### config.mk
export PLATFORM = sky130hd
export DESIGN_NAME = decode_queue
export DESIGN_NICKNAME = d
export VERILOG_FILES = /design/src/rtl/decode_queue.sv
export SDC_FILE = /design/constraint.sdc
export NUM_CORES = 1
export LEC_CHECK = 0
export CAP_MARGIN = 40
export CORE_AREA = 4 4 166 168
export DETAILED_ROUTE_END_ITERATION = 6
export DIE_AREA = 0 0 170 172
export DONT_BUFFER_PORTS = 1
export MAX_ROUTING_LAYER = met4
export PLACE_DENSITY_LB_ADDON = 0.2
export SLEW_MARGIN = 30
export SYNTH_ARGS = -nofsm -noshare
export SYNTH_HDL_FRONTEND = slang
export SYNTH_SLANG_ARGS = --single-unit
### constraint.sdc
create_clock -name clk_i -period 3.65 [get_ports clk_i]
set_input_delay 0.365 -clock clk_i [delete_from_list [all_inputs] [get_ports clk_i]]
set_output_delay 0.365 -clock clk_i [all_outputs]
set_load 0.01 [all_outputs]
### src/rtl/decode_queue.sv
// RV32I ALU/shift decode stage feeding a DEPTH-entry micro-op FIFO.
// Decode is combinational on the incoming word; the queue registers the decoded entry.
package data_types;
  typedef enum logic {ALU = 1'b0, SHIFT = 1'b1} functional_group_t;
  typedef enum logic [3:0] {
    ADDI, SLTI, SLTUI, XORI, ORI, ANDI,
    ADDR, SLTR, SLTUR, XORR, ORR, ANDR, SUBR
  } alu_op_t;
  typedef enum logic [2:0] {SLLI, SRLI, SRAI, SLLR, SRLR, SRAR} shift_op_t;
endpackage

module decode_queue
  import data_types::*;
#(
  parameter int DEPTH = 4,
  parameter int CNT_W = $clog2(DEPTH + 1)
) (
  input  logic              clk_i,
  input  logic              rst_i,
  input  logic              flush_i,
  input  logic              in_valid_i,
  output logic              in_ready_o,
  input  logic [31:0]       instruc_i,
  output logic              out_valid_o,
  input  logic              out_ready_i,
  output functional_group_t func_group_o,
  output alu_op_t           alu_op_type_o,
  output shift_op_t         shift_op_type_o,
  output logic [4:0]        rd_o,
  output logic [4:0]        rs1_o,
  output logic [4:0]        rs2_o,
  output logic [31:0]       imm_o,
  output logic              illegal_o,
  output logic [CNT_W-1:0]  count_o
);

  localparam int PTR_W = (DEPTH > 1) ? $clog2(DEPTH) : 1;

  typedef struct packed {
    functional_group_t grp;
    alu_op_t           alu;
    shift_op_t         sh;
    logic [4:0]        rd;
    logic [4:0]        rs1;
    logic [4:0]        rs2;
    logic [31:0]       imm;
    logic              illegal;
  } entry_t;

  localparam entry_t ENTRY_RST = '{grp: ALU, alu: ADDI, sh: SLLI, rd: 5'd0, rs1: 5'd0,
                                   rs2: 5'd0, imm: 32'd0, illegal: 1'b0};

  entry_t             dec;
  entry_t             mem_q [DEPTH];
  entry_t             mem_d [DEPTH];
  logic [PTR_W-1:0]   wr_ptr_q, wr_ptr_d;
  logic [PTR_W-1:0]   rd_ptr_q, rd_ptr_d;
  logic [CNT_W-1:0]   count_q, count_d;
  logic               push, pop;

  logic [6:0] opcode, funct7;
  logic [2:0] funct3;
  assign opcode = instruc_i[6:0];
  assign funct3 = instruc_i[14:12];
  assign funct7 = instruc_i[31:25];

  always_comb begin
    dec         = ENTRY_RST;
    dec.rd      = instruc_i[11:7];
    dec.rs1     = instruc_i[19:15];
    dec.rs2     = instruc_i[24:20];
    dec.illegal = 1'b1;
    case (opcode)
      7'b0010011: begin
        case (funct3)
          3'b000: begin dec.illegal = 1'b0; dec.alu = ADDI;  end
          3'b010: begin dec.illegal = 1'b0; dec.alu = SLTI;  end
          3'b011: begin dec.illegal = 1'b0; dec.alu = SLTUI; end
          3'b100: begin dec.illegal = 1'b0; dec.alu = XORI;  end
          3'b110: begin dec.illegal = 1'b0; dec.alu = ORI;   end
          3'b111: begin dec.illegal = 1'b0; dec.alu = ANDI;  end
          3'b001: begin
            if (funct7 == 7'b0000000) begin
              dec.illegal = 1'b0; dec.grp = SHIFT; dec.sh = SLLI;
            end
          end
          3'b101: begin
            if (funct7 == 7'b0000000) begin
              dec.illegal = 1'b0; dec.grp = SHIFT; dec.sh = SRLI;
            end else if (funct7 == 7'b0100000) begin
              dec.illegal = 1'b0; dec.grp = SHIFT; dec.sh = SRAI;
            end
          end
          default: ;
        endcase
        // shifts carry the zero-extended shamt, the rest a sign-extended I-immediate
        if (!dec.illegal) begin
          if (dec.grp == SHIFT) dec.imm = {27'd0, instruc_i[24:20]};
          else                  dec.imm = {{20{instruc_i[31]}}, instruc_i[31:20]};
        end
      end
      7'b0110011: begin
        if (funct7 == 7'b0000000) begin
          dec.illegal = 1'b0;
          case (funct3)
            3'b000:  dec.alu = ADDR;
            3'b010:  dec.alu = SLTR;
            3'b011:  dec.alu = SLTUR;
            3'b100:  dec.alu = XORR;
            3'b110:  dec.alu = ORR;
            3'b111:  dec.alu = ANDR;
            3'b001:  begin dec.grp = SHIFT; dec.sh = SLLR; end
            default: begin dec.grp = SHIFT; dec.sh = SRLR; end
          endcase
        end else if (funct7 == 7'b0100000) begin
          if (funct3 == 3'b000) begin
            dec.illegal = 1'b0; dec.alu = SUBR;
          end else if (funct3 == 3'b101) begin
            dec.illegal = 1'b0; dec.grp = SHIFT; dec.sh = SRAR;
          end
        end
      end
      default: ;
    endcase
  end

  assign in_ready_o  = (count_q != CNT_W'(DEPTH)) && !rst_i;
  assign out_valid_o = (count_q != '0);
  assign push        = in_valid_i && in_ready_o && !flush_i;
  assign pop         = out_valid_o && out_ready_i && !flush_i;

  always_comb begin
    mem_d    = mem_q;
    wr_ptr_d = wr_ptr_q;
    rd_ptr_d = rd_ptr_q;
    count_d  = count_q;
    if (flush_i) begin
      wr_ptr_d = '0;
      rd_ptr_d = '0;
      count_d  = '0;
    end else begin
      if (push) begin
        mem_d[wr_ptr_q] = dec;
        wr_ptr_d = (wr_ptr_q == PTR_W'(DEPTH - 1)) ? '0 : wr_ptr_q + PTR_W'(1);
      end
      if (pop) begin
        rd_ptr_d = (rd_ptr_q == PTR_W'(DEPTH - 1)) ? '0 : rd_ptr_q + PTR_W'(1);
      end
      case ({push, pop})
        2'b10:   count_d = count_q + CNT_W'(1);
        2'b01:   count_d = count_q - CNT_W'(1);
        default: count_d = count_q;
      endcase
    end
  end

  always_ff @(posedge clk_i or posedge rst_i) begin
    if (rst_i) begin
      wr_ptr_q <= '0;
      rd_ptr_q <= '0;
      count_q  <= '0;
      for (int i = 0; i < DEPTH; i++) mem_q[i] <= ENTRY_RST;
    end else begin
      wr_ptr_q <= wr_ptr_d;
      rd_ptr_q <= rd_ptr_d;
      count_q  <= count_d;
      mem_q    <= mem_d;
    end
  end

  entry_t head;
  assign head            = mem_q[rd_ptr_q];
  assign func_group_o    = head.grp;
  assign alu_op_type_o   = head.alu;
  assign shift_op_type_o = head.sh;
  assign rd_o            = head.rd;
  assign rs1_o           = head.rs1;
  assign rs2_o           = head.rs2;
  assign imm_o           = head.imm;
  assign illegal_o       = head.illegal;
  assign count_o         = count_q;

endmodule

==> results_dict.tcl <==
set metrics [dict create \
    status "complete, no violations" \
    fin_crit_sh_pct 71.4 \
    ys_seq_area_share_pct 48.7 \
    ir_drop_uv 251 \
    startpoint_type "flip-flop" \
    crit_path_max_fanout 10 \
    dieHeight_microns 172 \
    cts-resized-gates 0 \
    drive_above_1_share_pct 38.9 \
    critPathArrivalTime_ps 2950 \
    rows 59 \
    finalHoldViolCount 0 \
    drtAntennaViolNets 0 \
    area_growth_pct 8.98 \
    worstHoldPathType "input pin to flip-flop" \
    diodes 0 \
    root_buffer "clkbuf_16" \
    cts_sinks 151 \
    p_per_area_mw_per_mm2 532 \
    ioPinCount 98 \
    wire_per_inst_microns 20.8 \
    avgSynthCellArea_sq_um 14.7 \
    first_global_vias 4503 \
    h-tree-depth 4 \
    synth_edf_count 0 \
    fin_setup_tns_ps 0 \
    slew_viol_final 0 \
    first_pass_iters 4 \
    stdcell_count 864 \
    synth-main-ff-cell "dfrtp_1" \
    io_buffer_count 0 \
    period_needed_ps 2610 \
    synth.cell_area_sq_mm 0.00776 \
    finalInstanceArea_sq_mm 0.00846 \
    finalSetupViolCount 0 \
    die_w_microns 170 \
    grt_max_degree 51 \
    place_inst 829 \
    synth_nets 573 \
    gr-usage-all-layers_pct 12.9 \
    layout_common_cells "149 x dfrtp_1, 76 x mux2_4, 42 x nand2_1" \
    yosys_warnings 0 \
    synth-async-reset-ratio_pct 100 \
    numCtsBuffers 17 \
    finClkSkew_ps 10.4 \
    ys_ff_latch 151 \
    crit_required_ps 3990 \
    antenna_found_initial 0 \
    end_kind "flip-flop" \
    grt_pass1_wl_mm 28.1 \
    post-cts-setup-buffers 0 \
    drtIter0Drc 326 \
    place_congestion 0.781 \
    via_per_inst 4.91 \
    slew_headroom_pct 56.3 \
    via_count 4238 \
    overflow 0 \
    fillers 2481 \
    final_common_cell "dfrtp_1" \
    tightest_slew_ps 654 \
    crit_type "flip-flop to flip-flop" \
    p_leak_nw 3.81 \
    cts_max_path_buffers 2 \
    clk_pin_slew_ps 70 \
    layout.nets 559 \
    core_area_sq_mm 0.0259 \
    ys_types 57 \
    max_freq_mhz 384 \
    syn_inst 530 \
    die_area_sq_mm 0.0292 \
    route.detailed.drc 0 \
    drv_cap 0 \
    placed_cell_area_sq_mm 0.00789 \
    place_hpwl_mm 12.1 \
    start_util_pct 30.0 \
    cts_tree "built" \
    wl_mm 18.0 \
    rsz0062_at_grt "no" \
    clock_latency_ps 420 \
]
sequential cells by signal, indices dropped and copies added, names as in the netlist:
name,flops
mem_q,144
rd_ptr_q,2
count_o,3
wr_ptr_q,2
report_power, final:
group	internal [mW]	switching, mW
Sequential	1.85	0.168
Clock	0.882	0.758
Combinational	0.469	0.379
stage by stage:
| stage | util [%] | setup WS, ps | hold slack (ps) | power, mW |
|---|---|---|---|---|
| 2_1_floorplan | - | 272 | 443 | 2.71 |
| 3_3_place_gp | 30.3 | 1130 | 259 | 2.88 |
| 3_5_place_dp | 30.4 | 1090 | 274 | 2.90 |
| 4_1_cts | 32.6 | 999 | 8.18 | 4.57 |
| 5_1_grt | 32.7 | 858 | 48.7 | 4.70 |
| 6_report | 32.7 | 1040 | 75.6 | 4.50 |
what timing repair did:
item,in CTS,in global routing
setup endpoints to repair,0,0
hold endpoints to repair,40,1
hold buffers,2,1
layer usage:
layer	vias to the layer above	GRT usage (%)	wire length, microns
met3	9	4.28	1050
met5	-	-	0
met4	0	3.58	153
met1	2244	16.8	8190
li1	1907	-	-
met2	78	19.5	8610
worst max-delay path: stages, from the launching register on:
cell	delay (ps)
dfrtp_1	570
nor3b_1	180
o21ai_0	330
nor2_1	100
fa_1	450
or3b_2	480
o21ai_0	160
nand2_1	70
a31oi_1	180
synth_stat cells, types with 5 or more instances:
library cell	count	area, sq um
nand4_1	8	50.1
nand4_4	5	106
buf_4	27	203
a21oi_1	8	40.0
o21ai_0	37	185
a22o_1	20	175
nand2_1	42	158
buf_2	12	60.1
mux2_4	76	1140
o31ai_1	6	45.0
dfrtp_1	151	3780
ha_1	5	62.6
mux2_2	15	169
mux4_2	36	811
nor2_1	10	37.5
buf_12	8	160
cell type report:
class	count	area (sq um)	area share, %
flip-flops and latches	151	3780	44.7
multi-input cells	320	3510	41.4
clock buffers	17	425	5.03
well taps	335	419	4.95
repair buffers	21	185	2.19
clock inverters	15	120	1.42
inverters	5	23.8	0.281
path summary, 6_finish.rpt:
check / from / end / cells after the start / slack [ps]
min: instruc_i[20] / mem_q[113]$_DFFE_PP0P_ / 1 / 80
max: count_o[0]$_DFFE_PP0P_ / count_o[2]$_DFFE_PP0P_ / 8 / 1040
min reg2reg: mem_q[87]$_DFFE_PP0P_ / mem_q[87]$_DFFE_PP0P_ / 2 / 470
min in group asynchronous: rst_i / wr_ptr_q[1]$_DFFE_PP0P_ / 2 / 460
max reg2reg: count_o[0]$_DFFE_PP0P_ / count_o[2]$_DFFE_PP0P_ / 8 / 1040
max in group asynchronous: rst_i / mem_q[123]$_DFFE_PP0P_ / 4 / 2170
cell families after synthesis:
kind of cell / Yosys count / share of synthesized area (%)
flops: 151 / 48.7
mux: 129 / 27.6
simple gates: 101 / 8.88
compound gates: 81 / 7.11
buf+inv: 59 / 6.17
fa+ha+maj: 6 / 1.06
xor+xnor: 3 / 0.516
Note: power is estimated with default switching activity, not from simulation.
